**config.mk**
```make
export PLATFORM = sky130hd
export DESIGN_NAME = qm_fetch_flat
export DESIGN_NICKNAME = d
export VERILOG_FILES = /design/src/rtl/qm_fetch_if.sv /design/src/rtl/qm_fetch.sv /design/src/flat_wrapper.sv
export SDC_FILE = /design/constraint.sdc
export NUM_CORES = 1
export LEC_CHECK = 0
export CORE_UTILIZATION = 51
export CTS_CLUSTER_DIAMETER = 120
export DETAILED_ROUTE_END_ITERATION = 8
export HOLD_SLACK_MARGIN = 0.15
export PLACE_DENSITY = 0.89
export SYNTH_ARGS = -nofsm -noshare
export SYNTH_HDL_FRONTEND = slang
export SYNTH_SLANG_ARGS = --single-unit
```
**constraint.sdc**
```tcl
create_clock -name sys_clk -period 3.5 [get_ports sys_clk]
set_clock_uncertainty 0.2 [all_clocks]
set_input_delay 0.35 -clock sys_clk [delete_from_list [all_inputs] [get_ports sys_clk]]
set_output_delay 0.35 -clock sys_clk [all_outputs]
set_load 0.01 [all_outputs]
```
**src/rtl/qm_fetch_if.sv**
```systemverilog
// Instruction-memory request/response port of the qm fetch stage.
// master = fetch side (drives request), slave = memory side (drives response).
interface qm_fetch_if;
  logic [31:0] im_addr;
  logic        im_valid;
  logic        im_ready;
  logic [31:0] im_rdata;
  logic        im_rvalid;

  modport master (
    output im_addr,
    output im_valid,
    input  im_ready,
    input  im_rdata,
    input  im_rvalid
  );

  modport slave (
    input  im_addr,
    input  im_valid,
    output im_ready,
    output im_rdata,
    output im_rvalid
  );
endinterface

```
**src/rtl/qm_fetch.sv**
```systemverilog
// qm instruction fetch stage: PC, single-outstanding imem fetch, stall hold buffer, redirect.
// Optional QM_FETCH_ALIGN_CHECK_EN: misaligned PC raises do_AdEL and halts until redirect.
module qm_fetch #(
  parameter logic [31:0] RESET_VECTOR = 32'hBFC0_0000
) (
  input  logic        sys_clk,
  input  logic        sys_rst,
  qm_fetch_if.master  im,
  input  logic        di_stall,
  input  logic        di_redirect,
  input  logic [31:0] di_target,
  output logic [31:0] do_IR,
  output logic [31:0] do_NPC,
  output logic        do_valid,
  output logic        do_AdEL
);

  typedef enum logic [2:0] {
    ST_IDLE = 3'd0,
    ST_REQ  = 3'd1,
    ST_WAIT = 3'd2,
    ST_HOLD = 3'd3,
    ST_HALT = 3'd4
  } state_t;

  function automatic logic [31:0] pc_plus4(input logic [31:0] pc);
    return pc + 32'd4;
  endfunction

  state_t      state_r, state_s;
  logic [31:0] pc_r, pc_s;
  logic [31:0] hold_ir_r, hold_ir_s;
  logic [31:0] hold_npc_r, hold_npc_s;
  logic        discard_r, discard_s;
  logic [31:0] ir_s, npc_s;
  logic        valid_s, adel_s;
  logic        misalign_s;

`ifdef QM_FETCH_ALIGN_CHECK_EN
  assign misalign_s = (pc_r[1:0] != 2'b00);
`else
  assign misalign_s = 1'b0;
`endif

  assign im.im_addr  = {pc_r[31:2], 2'b00};
  assign im.im_valid = (state_r == ST_REQ) && !misalign_s;

  // Next-state, PC, hold buffer and output-register update.
  always_comb begin
    state_s    = state_r;
    pc_s       = pc_r;
    discard_s  = discard_r;
    hold_ir_s  = hold_ir_r;
    hold_npc_s = hold_npc_r;
    npc_s      = do_NPC;
    if (di_stall) begin
      ir_s    = do_IR;
      valid_s = do_valid;
      adel_s  = do_AdEL;
    end else begin
      ir_s    = 32'h0;
      valid_s = 1'b0;
      adel_s  = 1'b0;
    end

    if (di_redirect) begin
      // Flush wins over stall; any buffered or in-flight word becomes stale.
      pc_s       = di_target;
      ir_s       = 32'h0;
      valid_s    = 1'b0;
      adel_s     = 1'b0;
      hold_ir_s  = 32'h0;
      hold_npc_s = 32'h0;
      case (state_r)
        ST_REQ: begin
          if (!misalign_s && im.im_ready) begin
            discard_s = 1'b1;
            state_s   = ST_WAIT;
          end else begin
            state_s = ST_REQ;
          end
        end
        ST_WAIT: begin
          if (im.im_rvalid) begin
            discard_s = 1'b0;
            state_s   = ST_REQ;
          end else begin
            discard_s = 1'b1;
            state_s   = ST_WAIT;
          end
        end
        default: state_s = ST_REQ;
      endcase
    end else begin
      case (state_r)
        ST_IDLE: state_s = ST_REQ;
        ST_REQ: begin
          if (misalign_s) begin
            if (!di_stall) begin
              ir_s    = 32'h0;
              npc_s   = pc_plus4(pc_r);
              valid_s = 1'b1;
              adel_s  = 1'b1;
              state_s = ST_HALT;
            end else begin
              state_s = ST_REQ;
            end
          end else if (im.im_ready) begin
            state_s = ST_WAIT;
          end else begin
            state_s = ST_REQ;
          end
        end
        ST_WAIT: begin
          if (!im.im_rvalid) begin
            state_s = ST_WAIT;
          end else if (discard_r) begin
            discard_s = 1'b0;
            state_s   = ST_REQ;
          end else if (!di_stall) begin
            ir_s    = im.im_rdata;
            npc_s   = pc_plus4(pc_r);
            valid_s = 1'b1;
            adel_s  = 1'b0;
            pc_s    = pc_plus4(pc_r);
            state_s = ST_REQ;
          end else begin
            hold_ir_s  = im.im_rdata;
            hold_npc_s = pc_plus4(pc_r);
            state_s    = ST_HOLD;
          end
        end
        ST_HOLD: begin
          if (!di_stall) begin
            ir_s    = hold_ir_r;
            npc_s   = hold_npc_r;
            valid_s = 1'b1;
            adel_s  = 1'b0;
            pc_s    = hold_npc_r;
            state_s = ST_REQ;
          end else begin
            state_s = ST_HOLD;
          end
        end
        ST_HALT: state_s = ST_HALT;
        default: state_s = ST_IDLE;
      endcase
    end
  end

  // State, PC, hold buffer and registered decode outputs.
  always_ff @(posedge sys_clk) begin
    if (sys_rst) begin
      state_r    <= ST_IDLE;
      pc_r       <= RESET_VECTOR;
      discard_r  <= 1'b0;
      hold_ir_r  <= 32'h0;
      hold_npc_r <= 32'h0;
      do_IR      <= 32'h0;
      do_NPC     <= 32'h0;
      do_valid   <= 1'b0;
      do_AdEL    <= 1'b0;
    end else begin
      state_r    <= state_s;
      pc_r       <= pc_s;
      discard_r  <= discard_s;
      hold_ir_r  <= hold_ir_s;
      hold_npc_r <= hold_npc_s;
      do_IR      <= ir_s;
      do_NPC     <= npc_s;
      do_valid   <= valid_s;
      do_AdEL    <= adel_s;
    end
  end

endmodule

```
**src/flat_wrapper.sv**
```systemverilog
// flat-port wrapper written by rule: the top's interface ports become plain ports
module qm_fetch_flat 
#(
  parameter logic [31:0] RESET_VECTOR = 32'hBFC0_0000
)
  (sys_clk, sys_rst, di_stall, di_redirect, di_target, do_IR, do_NPC, do_valid, do_AdEL, im_im_addr, im_im_valid, im_im_ready, im_im_rdata, im_im_rvalid);
  qm_fetch_if im_i ();
  input  logic sys_clk;
  input  logic sys_rst;
  input  logic di_stall;
  input  logic di_redirect;
  input  logic [31:0] di_target;
  output logic [31:0] do_IR;
  output logic [31:0] do_NPC;
  output logic do_valid;
  output logic do_AdEL;
  output wire logic [$bits(im_i.im_addr)-1:0] im_im_addr;
  output wire logic [$bits(im_i.im_valid)-1:0] im_im_valid;
  input wire logic [$bits(im_i.im_ready)-1:0] im_im_ready;
  input wire logic [$bits(im_i.im_rdata)-1:0] im_im_rdata;
  input wire logic [$bits(im_i.im_rvalid)-1:0] im_im_rvalid;
  assign im_im_addr = im_i.im_addr;
  assign im_im_valid = im_i.im_valid;
  assign im_i.im_ready = im_im_ready;
  assign im_i.im_rdata = im_im_rdata;
  assign im_i.im_rvalid = im_im_rvalid;
  qm_fetch #(.RESET_VECTOR(RESET_VECTOR)) u_core (.sys_clk(sys_clk), .sys_rst(sys_rst), .im(im_i), .di_stall(di_stall), .di_redirect(di_redirect), .di_target(di_target), .do_IR(do_IR), .do_NPC(do_NPC), .do_valid(do_valid), .do_AdEL(do_AdEL));
endmodule
```
Yosys cells after proc, flatten, opt, wreduce, memory -nomap -nowiden --
Cells that the tools add are included.
Storage, ports and cells: register bits 166, input port bits 70, output and inout bits 99, logic and storage cells 72
Operators by class: add/sub/neg operators 1, equality and inequality tests 13, mux-type cells 36, bitwise gates (word level) 2, reductions and logical operators 11
Operators with widths (number):
- 32-bit 2-to-1 mux | 10
- 32-bit case mux with 2 select lines | 2
- 32-bit by 3-bit adder with 32-bit output (second input constant) | 1
- 3-bit case mux with 5 select lines | 1
- 1-bit 2-to-1 mux | 13
- 3-bit inequality test (second input constant) | 4
- 3-bit 2-to-1 mux | 3
- 2-bit inequality test (second input constant) | 4
- 4-bit AND reduction | 2
- 2-bit nonzero test | 4
- 3-bit by 2-bit equality test with 1-bit output (second input constant) | 2
- 2-bit 2-to-1 mux | 3
- 1-bit case mux with 2 select lines | 3
- 3-bit case mux with 2 select lines | 1
- 6-bit AND reduction | 1
- 5-bit AND reduction | 1
- 3-bit by 1-bit equality test with 1-bit output (second input constant) | 1
- 3-bit equality test (second input constant) | 1
- 3-bit logical NOT | 1
- 3-bit by 2-bit inequality test with 1-bit output (second input constant) | 1
- 3-bit nonzero test | 1
- 1-bit NOT | 2
- 2-bit OR reduction | 1

Depth between registers and ports, before layout --
Gate-level depths: netlist (run 1).
depth after elaboration 6, gate-level depth with buffers 9, mapped depth without buffers 6

Least setup slack after synthesis (run 1) --
Ideal clock, no wire load.
path kind reg2reg, start point reg u_core.pc_r[2], end point reg u_core.do_NPC[16], setup time 0.067 ns, data arrival time 2.171 ns, data required time 3.233 ns, path slack 1.062 ns, stages on the path, launching flop included 8, buffers on the path 1, clock period less this slack 2.438 ns, path through dfxtp_1 -> ha_1 -> nand3_1 -> or4_4 -> buf_6 -> or3_4 -> a311o_1 -> a21oi_2
Between the ends: longest elaborated chain between the ends 5
Ends and longest elaborated chain:
- from (decl) | RTL line qm_fetch.sv:31 | logic [31:0] pc_r, pc_s;
- from (signal assigned) | RTL line qm_fetch.sv:165 | pc_r <= pc_s;
- 32-bit by 3-bit adder with 32-bit output
- 32-bit 2-to-1 mux | RTL line qm_fetch.sv:120 | end else if (!di_stall) begin
- 32-bit 2-to-1 mux | RTL line qm_fetch.sv:117 | end else if (discard_r) begin
- 32-bit 2-to-1 mux | RTL line qm_fetch.sv:115 | if (!im.im_rvalid) begin
- 32-bit case mux with 2 select lines | RTL line qm_fetch.sv:95 | case (state_r)
- to (signal assigned) | RTL line qm_fetch.sv:170 | do_NPC <= npc_s;
- to (decl) | RTL line qm_fetch.sv:13 | output logic [31:0] do_NPC,
No other way between the ends. The select of a mux whose other input is x is not followed. A chain may end at the register's enable or synchronous reset.

Final worst setup path (run 1) --
start point reg u_core.pc_r[14], end point reg u_core.pc_r[30]
Between the ends: longest elaborated chain between the ends 6
Ends and longest elaborated chain:
- 32-bit by 3-bit adder with 32-bit output
- 32-bit 2-to-1 mux | RTL line qm_fetch.sv:120
- 32-bit 2-to-1 mux | RTL line qm_fetch.sv:117
- 32-bit 2-to-1 mux | RTL line qm_fetch.sv:115
- 32-bit case mux with 2 select lines | RTL line qm_fetch.sv:95
- 32-bit 2-to-1 mux | RTL line qm_fetch.sv:66 | if (di_redirect) begin
No other way between the ends. The select of a mux whose other input is x is not followed.

==> results of run 1 <==
logic make-up after synthesis:
group           after synthesis
compound gates              278
xor+xnor                     15
fa+ha+maj                     1
buf+inv                     137
flops                       166
mux                           6
other cells                   1
simple gates                410
tightest hold or removal path: stages, from the launching register on:
cell	delay (ns)
dfxtp_1	0.31
nand2_1	0.05
a21oi_1	0.05
per-stage QoR:
stage | cells | utilization, % | instance area (µm²) | worst slack (ns)
6_report | 1297 | 67.3 | 9920 | 0.734
5_1_grt | 1297 | 67.3 | 9920 | 0.508
2_1_floorplan | 1015 | - | 7830 | 1.06
3_3_place_gp | 1265 | 63.1 | 9320 | 0.800
4_1_cts | 1297 | 67.3 | 9920 | 0.804
3_5_place_dp | 1265 | 63.1 | 9320 | 0.805
cell usage after synthesis, types with 7 or more instances:
cell type | instances | area, µm²
nand2_1 | 167 | 627
dfxtp_1 | 166 | 3320
nor2_1 | 137 | 514
a21oi_1 | 94 | 470
clkbuf_1 | 73 | 274
o21ai_0 | 44 | 220
a221oi_1 | 41 | 359
buf_4 | 32 | 240
nor3_1 | 28 | 140
nand3_1 | 19 | 95.1
a211oi_1 | 17 | 128
inv_1 | 16 | 60.1
nor4_1 | 12 | 75.1
a31oi_1 | 11 | 68.8
a311oi_1 | 10 | 87.6
xnor2_1 | 10 | 87.6
a211o_1 | 9 | 78.8
and3_1 | 8 | 50.1
or3_1 | 8 | 50.1
buf_1 | 7 | 26.3
buf_2 | 7 | 35.0
o211ai_1 | 7 | 52.6
how the worst max path moves through the flow:
stage	to	slack [ns]	cells after the start	start
after global routing	u_core.pc_r[23]	0.51	6	u_core.state_r[1]
after global placement	u_core.pc_r[23]	0.80	6	u_core.state_r[1]
after floorplan	u_core.do_NPC[16]	1.06	7	u_core.pc_r[2]
final	u_core.pc_r[30]	0.73	5	u_core.pc_r[14]
after detailed placement	u_core.hold_ir_r[1]	0.80	6	di_stall
after CTS	u_core.pc_r[30]	0.80	5	u_core.pc_r[14]
flip-flops by register name, indices dropped and copies added, names as in the netlist:
name,flops
u_core.discard_r,1
u_core.do_AdEL,1
u_core.do_IR,32
u_core.do_NPC,32
u_core.do_valid,1
u_core.hold_ir_r,32
u_core.hold_npc_r,32
u_core.pc_r,32
u_core.state_r,3
power groups by stage:
stage,logic [mW],registers (mW),clock network [mW]
floorplan,0.286,2.01,0
CTS,0.470,2.00,1.95
finish,0.476,2.00,1.94
global route,0.511,2.01,2.04
detailed placement,0.464,2.04,0
global placement,0.457,2.04,0
per-layer routing:
layer | share of wire [%] | GRT usage (%) | wire, µm
met5 | 0 | 0 | 0
met4 | 4.3 | 16.7 | 998
met3 | 8.9 | 7.14 | 2070
met2 | 47 | 47.0 | 11000
met1 | 40 | 36.9 | 9320
area by class of cell:
type	count	area [µm²]
flip-flops and latches	166	3320
fillers	1149	4830
clock inverters	12	151
inverters	17	63.8
clock buffers	20	457
well taps	184	230
multi-input cells	712	3870
repair buffers	186	1830
==> impl_metrics.yaml, run 1 <==
hold_path:
  whs_endpoint: "u_core.hold_ir_r[10]"
  worstHoldStart: "u_core.hold_ir_r[10]"
  hp-class: "reg -> reg"
  hold_depth: 2
yosys:
  synthesis.area_um2: 7830
  post_synth_fa_ha_maj_area_fraction_pct: 0.160
  muxShareOfSynthArea_pct: 0.783
  synth-compound-area-share_pct: 23.6
  synth_cell_types: 69
  syn-mean-instance-area_um2: 7.72
  synth_seq_cells: 166
  synth_warnings: 0
  synth_edf_count: 0
  syn_inst: 1014
  synth-simple-area-share_pct: 23.0
  async_flop_share_pct: 0
  synth_top_family_by_area: "compound AO/OA/AOI/OAI gates"
  ys_seq_area_share_pct: 42.5
  synthFlopType: "dfxtp_1"
  synth-xor-area-share_pct: 1.68
finish:
  nNetsFinal: 1171
  drive_gt1_share_pct: 6.02
  layout_common_cells: "nand2_1, dfxtp_1, clkdlybuf4s50_1, nor2_1, a21oi_1"
  area_growth_syn_to_layout_pct: 26.8
  antenna_cells: 0
pwr:
  p_comb_share_pct: 10.8
  internal-power_mw: 3.31
  p_sw_mw: 1.11
  p_seq_share_pct: 45.3
  powerDensity_nw_per_um2: 445
  p_leak_nw: 3.38
  total_power_mw: 4.42
  ir_drop_mv: 0.362
  clock_power_share_pct: 43.9
  p_sw_share_pct: 25.1
cts:
  cts_buffer_depth: 2
  cts_sinks: 166
  htree_levels: 4
  path_clk_slew_ns: 0.07
  clockRootBuffer: "clkbuf_16"
  postCtsHoldBufs: 0
  cts_resized: 0
  cts_tree: "built"
  post_cts_buffers: 0
  numCtsBuffers: 17
  insertion_delay_ns: 0.44
job:
  timing.max_cap.violations: 0
placed_design:
  portBuffers: 166
  dpl.hpwl_mm: 14.9
  gp_congestion: 0.924
critical_path:
  worst-path-max-fanout: 12
  critPathLaunchType: "flop"
  critical_path.top_delay_family: "simple AND/OR/NAND/NOR gates"
  crit_path_end_kind: "flop"
  slowest_stage: "or4_1"
  required_ns: 3.64
  critical_path_class: "reg -> reg"
  cp_cell_sequence: "nand4_2 > or4_1 > nor4_1 > nor3_1 > o32ai_1"
  r2r_start: "u_core.pc_r[14]"
  slowest_delay_ns: 0.81
  r2r-end: "u_core.pc_r[30]"
  worst-path-buf-inv: 0
  rrSetupSlack_ns: 0.73
  cp.arrival_ns: 2.90
  r2r_cells: 5
status:
  status: "complete, no violations"
timing:
  max_freq_ghz: 0.361
  setup_viol: 0
  worst_pin_slew_ns: 0.944
  hold_ws_ns: 0.254
  slew_headroom_pct: 36.9
  final.setup.tns_ns: 0
  layout_min_cycle_time_ns: 2.77
  rsz0062_at_grt: "no"
  report.final.slew_viol_count: 0
  timing.final.crit_share_pct: 79.0
  hold_violations: 0
grt:
  grt_use_total_pct: 29.6
  grt_pass1_vias: 7496
  grt_max_degree: 70
  overflow: 0
  antenna_found_initial: 0
  grt_pass1_wl_mm: 37.4
route:
  drt-total-wl_mm: 23.4
  ant_nets: 0
  drt-initial-drc-count: 843
  viasPerCell: 6.23
  wl_per_cell_um: 18.1
  vias: 8085
  first_pass_iters: 8
  route.detailed.drc: 0
die:
  core_um2: 14800
  die_h_um: 126
  ios: 169
  start_util_pct: 53.1
  dieArea_um2: 15800
  die_w_um: 126
  rows: 44
Note: power is estimated with default switching activity, not from simulation.
==> run 2: changes to the inputs <==
CORE_UTILIZATION = 46   (was 51)
PLACE_DENSITY = 0.85   (was 0.89)
clock period = 2.4 ns   (was 3.5 ns; I/O delays follow)
==> run 2 against run 1 <==
Against the previous run: global-route usage fell by 1.6 points; die area rose by 11%; critical path depth rose by 1; non-clock buffer count rose by 60.
==> impl_metrics.yaml, run 2 (synthesis gave the netlist of run 1 again) <==
timing:
  layout_min_cycle_time_ns: 2.34
  timing.final.crit_share_pct: 97.3
  report.final.slew_viol_count: 0
  final.setup.tns_ns: 0
  max_freq_ghz: 0.428
  setup_viol: 0
  rsz0062_at_grt: "no"
  hold_violations: 0
  hold_ws_ns: 0.180
die:
  dieArea_um2: 17500
  start_util_pct: 47.2
  die_h_um: 132
  core_um2: 16600
  rows: 47
  ios: 169
  die_w_um: 132
cts:
  insertion_delay_ns: 0.42
  numCtsBuffers: 17
  cts_buffer_depth: 2
  cts_sinks: 166
  path_clk_slew_ns: 0.06
  post_cts_buffers: 0
  clockRootBuffer: "clkbuf_16"
  cts_tree: "built"
  htree_levels: 4
pwr:
  p_sw_mw: 1.60
  internal-power_mw: 4.68
  p_comb_share_pct: 13.4
  p_sw_share_pct: 25.4
  p_leak_nw: 3.67
  clock_power_share_pct: 40.9
  powerDensity_nw_per_um2: 599
  p_seq_share_pct: 45.8
  ir_drop_mv: 0.583
route:
  drt-initial-drc-count: 718
  first_pass_iters: 5
  viasPerCell: 5.87
  vias: 8157
  drt-total-wl_mm: 24.5
  route.detailed.drc: 0
  ant_nets: 0
  wl_per_cell_um: 17.6
grt:
  grt_max_degree: 57
  grt_use_total_pct: 28.0
  overflow: 0
  antenna_found_initial: 0
  grt_pass1_wl_mm: 39.3
  grt_pass1_vias: 7826
critical_path:
  critical_path_class: "reg -> reg"
  required_ns: 2.51
  rrSetupSlack_ns: 0.06
  crit_path_end_kind: "flop"
  cp.arrival_ns: 2.45
  worst-path-max-fanout: 7
  critPathLaunchType: "flop"
finish:
  seq_area_um2: 3320
  utilization_pct: 63.2
  multi_input_area_um2: 3920
  antenna_cells: 0
  nNetsFinal: 1231
  drive_gt1_share_pct: 10.9
  layout_common_cells: "nand2_1, dfxtp_1, clkdlybuf4s50_1, nor2_1, a21oi_1"
  design_area_um2: 10500
  area_growth_syn_to_layout_pct: 33.9
  fill_cells: 1396
placed_design:
  gp_congestion: 0.931
  dpl.hpwl_mm: 16.5
  portBuffers: 166
  placed_cell_area_um2: 9880
status:
  status: "complete, no violations"
hold_path:
  hp-class: "in -> reg"
job:
  timing.max_cap.violations: 0
## run 2: worst paths after layout
kind,to,startpoint,depth (start not counted)
hold / removal,u_core.pc_r[5],di_target[5],3
setup reg to reg,u_core.pc_r[25],u_core.pc_r[2],6
setup / recovery,u_core.pc_r[25],u_core.pc_r[2],6
hold reg to reg,u_core.hold_ir_r[22],u_core.hold_ir_r[22],2
## run 2: area by class of cell
class | instances | share of cell area (%)
multi-input cells | 712 | 37.4
inverters | 17 | 0.609
well taps | 220 | 2.63
clock buffers | 22 | 4.43
repair buffers | 246 | 22.5
clock inverters | 7 | 0.705
flip-flops and latches | 166 | 31.7
## run 2: timing repair
item / CTS / global route
gates resized for setup: 0 / 7
setup endpoints to repair: 0 / 6
hold endpoints to repair: 8 / 0
hold buffers: 2 / 0
## run 2: per-layer routing
layer / track usage [%] / wire, µm
met5: 0 / 0
met4: 14.0 / 835
met2: 44.1 / 11500
met1: 37.0 / 10500
met3: 4.64 / 1700
## run 2: critical path, stage by stage, from the launching register on
cell,delay [ns]
dfxtp_1,0.33
buf_4,0.16
nand4_1,0.23
or3_1,0.47
o31a_1,0.31
o21a_1,0.20
o32a_1,0.32
## run 2: power groups by stage
stage          combinational, mW  sequential, mW  clock, mW
6_report                   0.839            2.87       2.56
5_1_grt                    0.896            2.87       2.70
4_1_cts                    0.825            2.87       2.58
3_5_place_dp               0.816            2.93          0
3_3_place_gp               0.805            2.93          0
2_1_floorplan              0.417            2.94          0
## run 2: stage by stage
| step | power, mW | worst slack [ns] | instances |
|---|---|---|---|
| 2_1_floorplan | 3.36 | 0.0124 | 1015 |
| 3_3_place_gp | 3.73 | 0.0683 | 1359 |
| 3_5_place_dp | 3.74 | 0.0416 | 1359 |
| 4_1_cts | 6.27 | 0.0587 | 1390 |
| 5_1_grt | 6.47 | 0.00265 | 1390 |
| 6_report | 6.27 | 0.0646 | 1390 |
